`config.mk`:
```
export PLATFORM = sky130hd
export DESIGN_NAME = alu16_ctrl
export DESIGN_NICKNAME = d
export VERILOG_FILES = /design/src/rtl/alu16_pkg.sv /design/src/rtl/alu16_ctrl.sv
export SDC_FILE = /design/constraint.sdc
export NUM_CORES = 1
export LEC_CHECK = 0
export BUFFER_PORTS_ARGS = -buffer_cell sky130_fd_sc_hd__buf_2
export CAP_MARGIN = 25
export CORE_MARGIN = 5
export CORE_UTILIZATION = 46
export CTS_CLUSTER_DIAMETER = 40
export DETAILED_ROUTE_END_ITERATION = 10
export MAX_ROUTING_LAYER = met4
export PLACE_DENSITY = 0.8
export SETUP_SLACK_MARGIN = 0.5
export SLEW_MARGIN = 10
export SYNTH_ARGS = -nofsm -noshare
export SYNTH_HDL_FRONTEND = slang
export SYNTH_SLANG_ARGS = --single-unit
```
`constraint.sdc`:
```
create_clock -name clk -period 1.98 [get_ports clk]
set_clock_uncertainty 0.15 [all_clocks]
set_input_delay 0.396 -clock clk [delete_from_list [all_inputs] [get_ports clk]]
set_output_delay 0.396 -clock clk [all_outputs]
set_load 0.02 [all_outputs]
```
`src/rtl/alu16_pkg.sv`:
```
// alu16_pkg: shared definitions for the 16-bit ALU and its sequencing controller.
//   alu_func_e   : ALU op codes (ADD=0 .. NOP=16, CMP=17), FUNC_LAST = 17
//   FLAG_*       : bit positions inside the 6-bit flags word
//   flag_mask()  : flags written back by a given op
//   is_muldiv()  : ops that use the long MUL/DIV/MOD latency
//   ctrl_state_e : controller FSM states
package alu16_pkg;

    typedef enum logic [4:0] {
        FN_ADD  = 5'd0,
        FN_SUB  = 5'd1,
        FN_MUL  = 5'd2,
        FN_DIV  = 5'd3,
        FN_MOD  = 5'd4,
        FN_MVN  = 5'd5,
        FN_OR   = 5'd6,
        FN_AND  = 5'd7,
        FN_ORN  = 5'd8,
        FN_ANDN = 5'd9,
        FN_EOR  = 5'd10,
        FN_EON  = 5'd11,
        FN_REV  = 5'd12,
        FN_LSL  = 5'd13,
        FN_LSR  = 5'd14,
        FN_ASR  = 5'd15,
        FN_NOP  = 5'd16,
        FN_CMP  = 5'd17
    } alu_func_e;

    localparam logic [4:0] FUNC_LAST = 5'd17;

    localparam int unsigned FLAG_ZF  = 5;
    localparam int unsigned FLAG_CF4 = 4;
    localparam int unsigned FLAG_CF3 = 3;
    localparam int unsigned FLAG_PF  = 2;
    localparam int unsigned FLAG_GF  = 1;
    localparam int unsigned FLAG_LF  = 0;

    typedef enum logic [1:0] {
        ST_IDLE,
        ST_EXEC,
        ST_RESP
    } ctrl_state_e;

    // Flags an op is allowed to update; all other bits keep their value.
    function automatic logic [5:0] flag_mask(input logic [4:0] func);
        logic [5:0] m;
        m = '0;
        if (func <= FN_DIV) begin
            m[FLAG_CF4] = 1'b1;
        end else if (func >= FN_LSL && func <= FN_ASR) begin
            m[FLAG_CF3] = 1'b1;
        end else if (func == FN_CMP) begin
            m[FLAG_ZF] = 1'b1;
            m[FLAG_PF] = 1'b1;
            m[FLAG_GF] = 1'b1;
            m[FLAG_LF] = 1'b1;
        end
        return m;
    endfunction

    function automatic logic is_muldiv(input logic [4:0] func);
        return (func == FN_MUL) || (func == FN_DIV) || (func == FN_MOD);
    endfunction

endpackage

```
`src/rtl/alu16_ctrl.sv`:
```
// alu16_ctrl: sequencing controller for the combinational 16-bit ALU.
// Accepts one request at a time, drives the ALU for the op latency, captures
// result and flags, and presents a response until it is accepted.
//
// Parameters:
//   MULDIV_WAIT  EXEC cycles for MUL/DIV/MOD (>= 1)
// Optional feature:
//   ALU16_CTRL_DIVZERO_TRAP_EN  DIV/MOD with req_b == 0 responds immediately
//                               with rsp_y = FFFF, rsp_err = 1, no EXEC.
// Ports:
//   clk, rst_n                  clock, asynchronous active-low reset
//   req_valid/req_ready         request handshake (ready only in IDLE)
//   req_func, req_a, req_b      op code and operands
//   flags_clr                   synchronous clear of the flags register
//   alu_a, alu_b, alu_func      registered operands / func to the ALU (NOP outside EXEC)
//   alu_flagsin                 current flags to the ALU
//   alu_y, alu_flagsout         ALU result and flags
//   rsp_valid/rsp_ready         response handshake
//   rsp_y, rsp_err              captured result, error indication
//   flags_q                     architectural flags register
module alu16_ctrl
    import alu16_pkg::*;
#(
    parameter int unsigned MULDIV_WAIT = 4
) (
    input  logic        clk,
    input  logic        rst_n,
    input  logic        req_valid,
    output logic        req_ready,
    input  logic [4:0]  req_func,
    input  logic [15:0] req_a,
    input  logic [15:0] req_b,
    input  logic        flags_clr,
    output logic [15:0] alu_a,
    output logic [15:0] alu_b,
    output logic [4:0]  alu_func,
    output logic [5:0]  alu_flagsin,
    input  logic [15:0] alu_y,
    input  logic [5:0]  alu_flagsout,
    output logic        rsp_valid,
    input  logic        rsp_ready,
    output logic [15:0] rsp_y,
    output logic        rsp_err,
    output logic [5:0]  flags_q
);

    localparam int unsigned CNT_W = $clog2(MULDIV_WAIT + 1);

    ctrl_state_e      state_q, state_d;
    logic [CNT_W-1:0] cnt_q;
    logic [4:0]       func_q;
    logic             accept;
    logic             illegal;
    logic             trap;
    logic             capture;
    logic [5:0]       mask;

    assign accept  = (state_q == ST_IDLE) && req_valid;
    assign illegal = (req_func > FUNC_LAST);
    assign capture = (state_q == ST_EXEC) && (cnt_q == CNT_W'(1));
    assign mask    = flag_mask(func_q);

`ifdef ALU16_CTRL_DIVZERO_TRAP_EN
    assign trap = !illegal && ((req_func == FN_DIV) || (req_func == FN_MOD)) && (req_b == '0);
`else
    assign trap = 1'b0;
`endif

    // State register
    always_ff @(posedge clk or negedge rst_n) begin
        if (!rst_n) begin
            state_q <= ST_IDLE;
        end else begin
            state_q <= state_d;
        end
    end

    // Next-state logic
    always_comb begin
        state_d = state_q;
        case (state_q)
            ST_IDLE: begin
                if (req_valid) begin
                    state_d = (illegal || trap) ? ST_RESP : ST_EXEC;
                end
            end
            ST_EXEC: begin
                if (cnt_q == CNT_W'(1)) begin
                    state_d = ST_RESP;
                end
            end
            ST_RESP: begin
                if (rsp_ready) begin
                    state_d = ST_IDLE;
                end
            end
            default: state_d = ST_IDLE;
        endcase
    end

    // Output logic
    always_comb begin
        req_ready = (state_q == ST_IDLE);
        rsp_valid = (state_q == ST_RESP);
        alu_func  = (state_q == ST_EXEC) ? func_q : FN_NOP;
    end

    assign alu_flagsin = flags_q;

    // Operand, counter and response registers
    always_ff @(posedge clk or negedge rst_n) begin
        if (!rst_n) begin
            alu_a   <= '0;
            alu_b   <= '0;
            func_q  <= FN_NOP;
            cnt_q   <= '0;
            rsp_y   <= '0;
            rsp_err <= 1'b0;
        end else begin
            if (accept) begin
                alu_a  <= req_a;
                alu_b  <= req_b;
                func_q <= req_func;
                cnt_q  <= is_muldiv(req_func) ? CNT_W'(MULDIV_WAIT) : CNT_W'(1);
                if (illegal) begin
                    rsp_y   <= '0;
                    rsp_err <= 1'b1;
                end else if (trap) begin
                    rsp_y   <= '1;
                    rsp_err <= 1'b1;
                end
            end
            if (state_q == ST_EXEC) begin
                cnt_q <= cnt_q - CNT_W'(1);
            end
            if (capture) begin
                rsp_y   <= alu_y;
                rsp_err <= 1'b0;
            end
        end
    end

    // Flags register: a clear takes priority over a same-edge merge.
    always_ff @(posedge clk or negedge rst_n) begin
        if (!rst_n) begin
            flags_q <= '0;
        end else if (flags_clr) begin
            flags_q <= '0;
        end else if (capture) begin
            flags_q <= (flags_q & ~mask) | (alu_flagsout & mask);
        end
    end

endmodule

```
==> reports/qor.json <==
{
  "clk_pin_slew": {"value": 0.07, "unit": "ns"},
  "grt_antenna_before_repair": {"value": 0},
  "final.min_clock_period": {"value": 1.87, "unit": "ns"},
  "post_synth_num_cell_types": {"value": 33},
  "post_synth_main_area_contributors": {"value": "sky130_fd_sc_hd__dfrtp_1, sky130_fd_sc_hd__mux2_2, sky130_fd_sc_hd__nand2_1"},
  "final_layout_setup_total_negative_slack": {"value": 0, "unit": "ns"},
  "gr-usage-all-layers": {"value": 22.0, "unit": "%"},
  "critical_path.endpoint_type": {"value": "flip-flop"},
  "slew_headroom": {"value": 57.9, "unit": "%"},
  "place.port_buffers": {"value": 131},
  "floorplan.die.width": {"value": 88.2, "unit": "um"},
  "postRouteAntennaNets": {"value": 0},
  "worst-endpoint-arrival": {"value": 1.93, "unit": "ns"},
  "min_period_over_period": {"value": 94.3, "unit": "%"},
  "synth_most_common_cell": {"value": "sky130_fd_sc_hd__dfrtp_1"},
  "detail_route.iter0.violations": {"value": 196},
  "placedCellCount": {"value": 427},
  "fillCellCount": {"value": 361},
  "timing_max_transition_violations_final": {"value": 0},
  "die_area": {"value": 7780, "unit": "um2"},
  "grt-ovfl-total": {"value": 0},
  "register_area": {"value": 1630, "unit": "um2"},
  "route.vias.total": {"value": 2491},
  "post_route_cells_drive_above_1_share": {"value": 71.3, "unit": "%"},
  "netlist.top_cell.by_area": {"value": "sky130_fd_sc_hd__dfrtp_1"},
  "drc": {"value": 0},
  "maxClockFrequency": {"value": 0.535, "unit": "GHz"},
  "cts_inserted_buffers": {"value": 9},
  "cts.htree.levels": {"value": 3},
  "min_path_type": {"value": "primary input to flip-flop"},
  "final.setup.worst_slack": {"value": 0.112, "unit": "ns"},
  "power.ir.vdd_worst": {"value": 1080, "unit": "uV"},
  "avgSynthCellArea": {"value": 12.1, "unit": "um2"},
  "post_synth_edffs": {"value": 0},
  "maxCapViolCount": {"value": 0},
  "critical_path_required": {"value": 2.04, "unit": "ns"},
  "dr_wl_cell": {"value": 17.9, "unit": "um"},
  "vias_in_the_first_global_route": {"value": 2574},
  "dr.pass1.iters": {"value": 4},
  "synth_top_cell_area_share": {"value": 56.9, "unit": "%"},
  "finalCoreUtilization": {"value": 77.9, "unit": "%"},
  "grt_pass1_wl": {"value": 12600, "unit": "um"},
  "antennaDiodeCount": {"value": 0},
  "clock_latency": {"value": 0.34, "unit": "ns"},
  "leakagePower": {"value": 2.32, "unit": "nW"},
  "rsz0062_at_grt": {"value": "yes"},
  "cts_buffer_depth": {"value": 2},
  "worst_slew_pin_slew": {"value": 0.626, "unit": "ns"},
  "ys_seq_elements": {"value": 65},
  "area_growth_syn_to_layout": {"value": 63.9, "unit": "%"},
  "initial_utilization": {"value": 47.5, "unit": "%"},
  "multi_input_combinational_cell_area": {"value": 1440, "unit": "um2"},
  "numClockSinks": {"value": 65},
  "power.density_cell_area": {"value": 1650, "unit": "nW/um2"},
  "vias_per_cell": {"value": 5.20},
  "run_status": {"value": "completed"},
  "synthCells": {"value": 232},
  "cts_tree": {"value": "built"},
  "timing_hold_violations_final": {"value": 0},
  "synth_sequential_area_ratio": {"value": 57.8, "unit": "%"},
  "synth.yosys.warnings": {"value": 0},
  "path_max_fanout": {"value": 8},
  "gp_congestion": {"value": 0.805},
  "dp_worst_setup_slack": {"value": 0.106, "unit": "ns"},
  "critical_path.startpoint_type": {"value": "flip-flop"},
  "finalSetupViolations": {"value": 0},
  "post_dp_hpwl": {"value": 5000, "unit": "um"},
  "reg2reg_slack": {"value": 0.11, "unit": "ns"},
  "timing_worst_setup_path_type": {"value": "flip-flop to flip-flop"},
  "ios": {"value": 132},
  "postRouteWirelength": {"value": 8580, "unit": "um"},
  "std_cell_rows": {"value": 28},
  "syn_nets": {"value": 298},
  "nets": {"value": 465},
  "pin_count_of_the_biggest_net_entering_global_routing": {"value": 66},
  "netlist_top_cells_count": {"value": "sky130_fd_sc_hd__dfrtp_1, sky130_fd_sc_hd__mux2_2, sky130_fd_sc_hd__nand2_1, sky130_fd_sc_hd__o21ai_0, sky130_fd_sc_hd__buf_4"},
  "cts.root.buffer_cell": {"value": "sky130_fd_sc_hd__clkbuf_8"},
  "placeableCoreArea": {"value": 5920, "unit": "um2"},
  "die_y": {"value": 88.2, "unit": "um"},
  "ys.flop_type": {"value": "sky130_fd_sc_hd__dfrtp_1"},
  "post_synth_instance_area": {"value": 2820, "unit": "um2"},
  "number_of_cells_in_the_finished_layout_apart_from_fillers": {"value": 479},
  "synth_async_sr_flop_share": {"value": 100, "unit": "%"}
}
## repair_timing
item,CTS,global route
setup buffers,20,9
resized for setup,78,63
hold buffers,1,0
hold endpoints to repair,64,0
cloned,5,1
setup endpoints to repair,70,80
pin swaps,23,22
## path summary, 6_finish.rpt
path                                  from  cells after the start             end
worst max-delay path            state_q[1]                      7  alu_flagsin[1]
min in group asynchronous            rst_n                      3       alu_a[13]
max in group asynchronous            rst_n                      3       func_q[4]
worst min-delay path             alu_y[13]                      3       rsp_y[13]
worst min register to register   alu_a[11]                      1       alu_a[11]
worst max register to register  state_q[1]                      7  alu_flagsin[1]
## placed cells by master, fill, tap and decap left out, types with 5 or more instances in the layout
master,netlist,routed
sky130_fd_sc_hd__mux2_2,37,20
sky130_fd_sc_hd__buf_4,9,19
sky130_fd_sc_hd__o21ai_2,0,14
sky130_fd_sc_hd__nand2_2,0,15
sky130_fd_sc_hd__buf_2,6,120
sky130_fd_sc_hd__nand2b_1,8,6
sky130_fd_sc_hd__buf_12,0,7
sky130_fd_sc_hd__nand2_4,0,15
sky130_fd_sc_hd__buf_6,1,21
sky130_fd_sc_hd__o21ai_1,1,5
sky130_fd_sc_hd__clkbuf_8,0,11
sky130_fd_sc_hd__dfrtp_1,64,63
sky130_fd_sc_hd__mux2_4,0,17
## report_power, final
group          internal, mW  switching, mW  total (mW)
logic                  2.08           2.14        4.22
clock network         0.518          0.498        1.02
registers              1.94          0.442        2.38
total                  4.54           3.08        7.62
## per-layer routing
metal  vias to the layer above  track usage (%)  wire length [um]
met5                         -                -                 0
met4                         0             10.6               156
met3                        15             4.56               551
met2                       108             35.6              4390
met1                      1228             26.3              3490
li1                       1140                -                 -
## stage by stage
stage               hold WS, ns  power (mW)  area (um2)
CTS                       0.108        7.11        4290
global placement          0.285        5.09        3580
finish                    0.124        7.62        4610
floorplan               -0.0496        4.24        2870
global route              0.120        8.04        4610
detailed placement        0.287        5.18        3580
## kinds of logic (layout without fill, tap and decap cells)
kind of cell    count (synthesis)  count (layout)  synth area share, %
simple gates                   71              71                 14.0
mux                            40              40                 15.9
buf+inv                        20             192                 4.40
compound gates                 34              34                 6.98
fa+ha+maj                       2               2                0.889
flops                          65              65                 57.8
## critical path: stages (launching register included)
cell                        delay [ns]
sky130_fd_sc_hd__dfrtp_1          0.39
sky130_fd_sc_hd__buf_6            0.13
sky130_fd_sc_hd__buf_4            0.13
sky130_fd_sc_hd__buf_6            0.10
sky130_fd_sc_hd__buf_6            0.11
sky130_fd_sc_hd__nand4bb_4        0.31
sky130_fd_sc_hd__o31ai_2          0.32
sky130_fd_sc_hd__a21oi_1          0.10
## flip-flops by register name, summed over array words and instances (netlist names)
name / cells
alu_a: 16
func_q: 5
state_q: 2
alu_b: 16
cnt_q: 3
alu_flagsin: 6
rsp_err: 1
rsp_y: 16
## final cells by class
cell class              instances  area share [%]
flip-flops and latches         65            35.3
multi-input cells             147            31.2
repair buffers                173            27.4
clock buffers                  13            3.44
well taps                      75            2.03
clock inverters                 3           0.325
inverters                       3           0.244
Power figures use the tool's default switching activity.
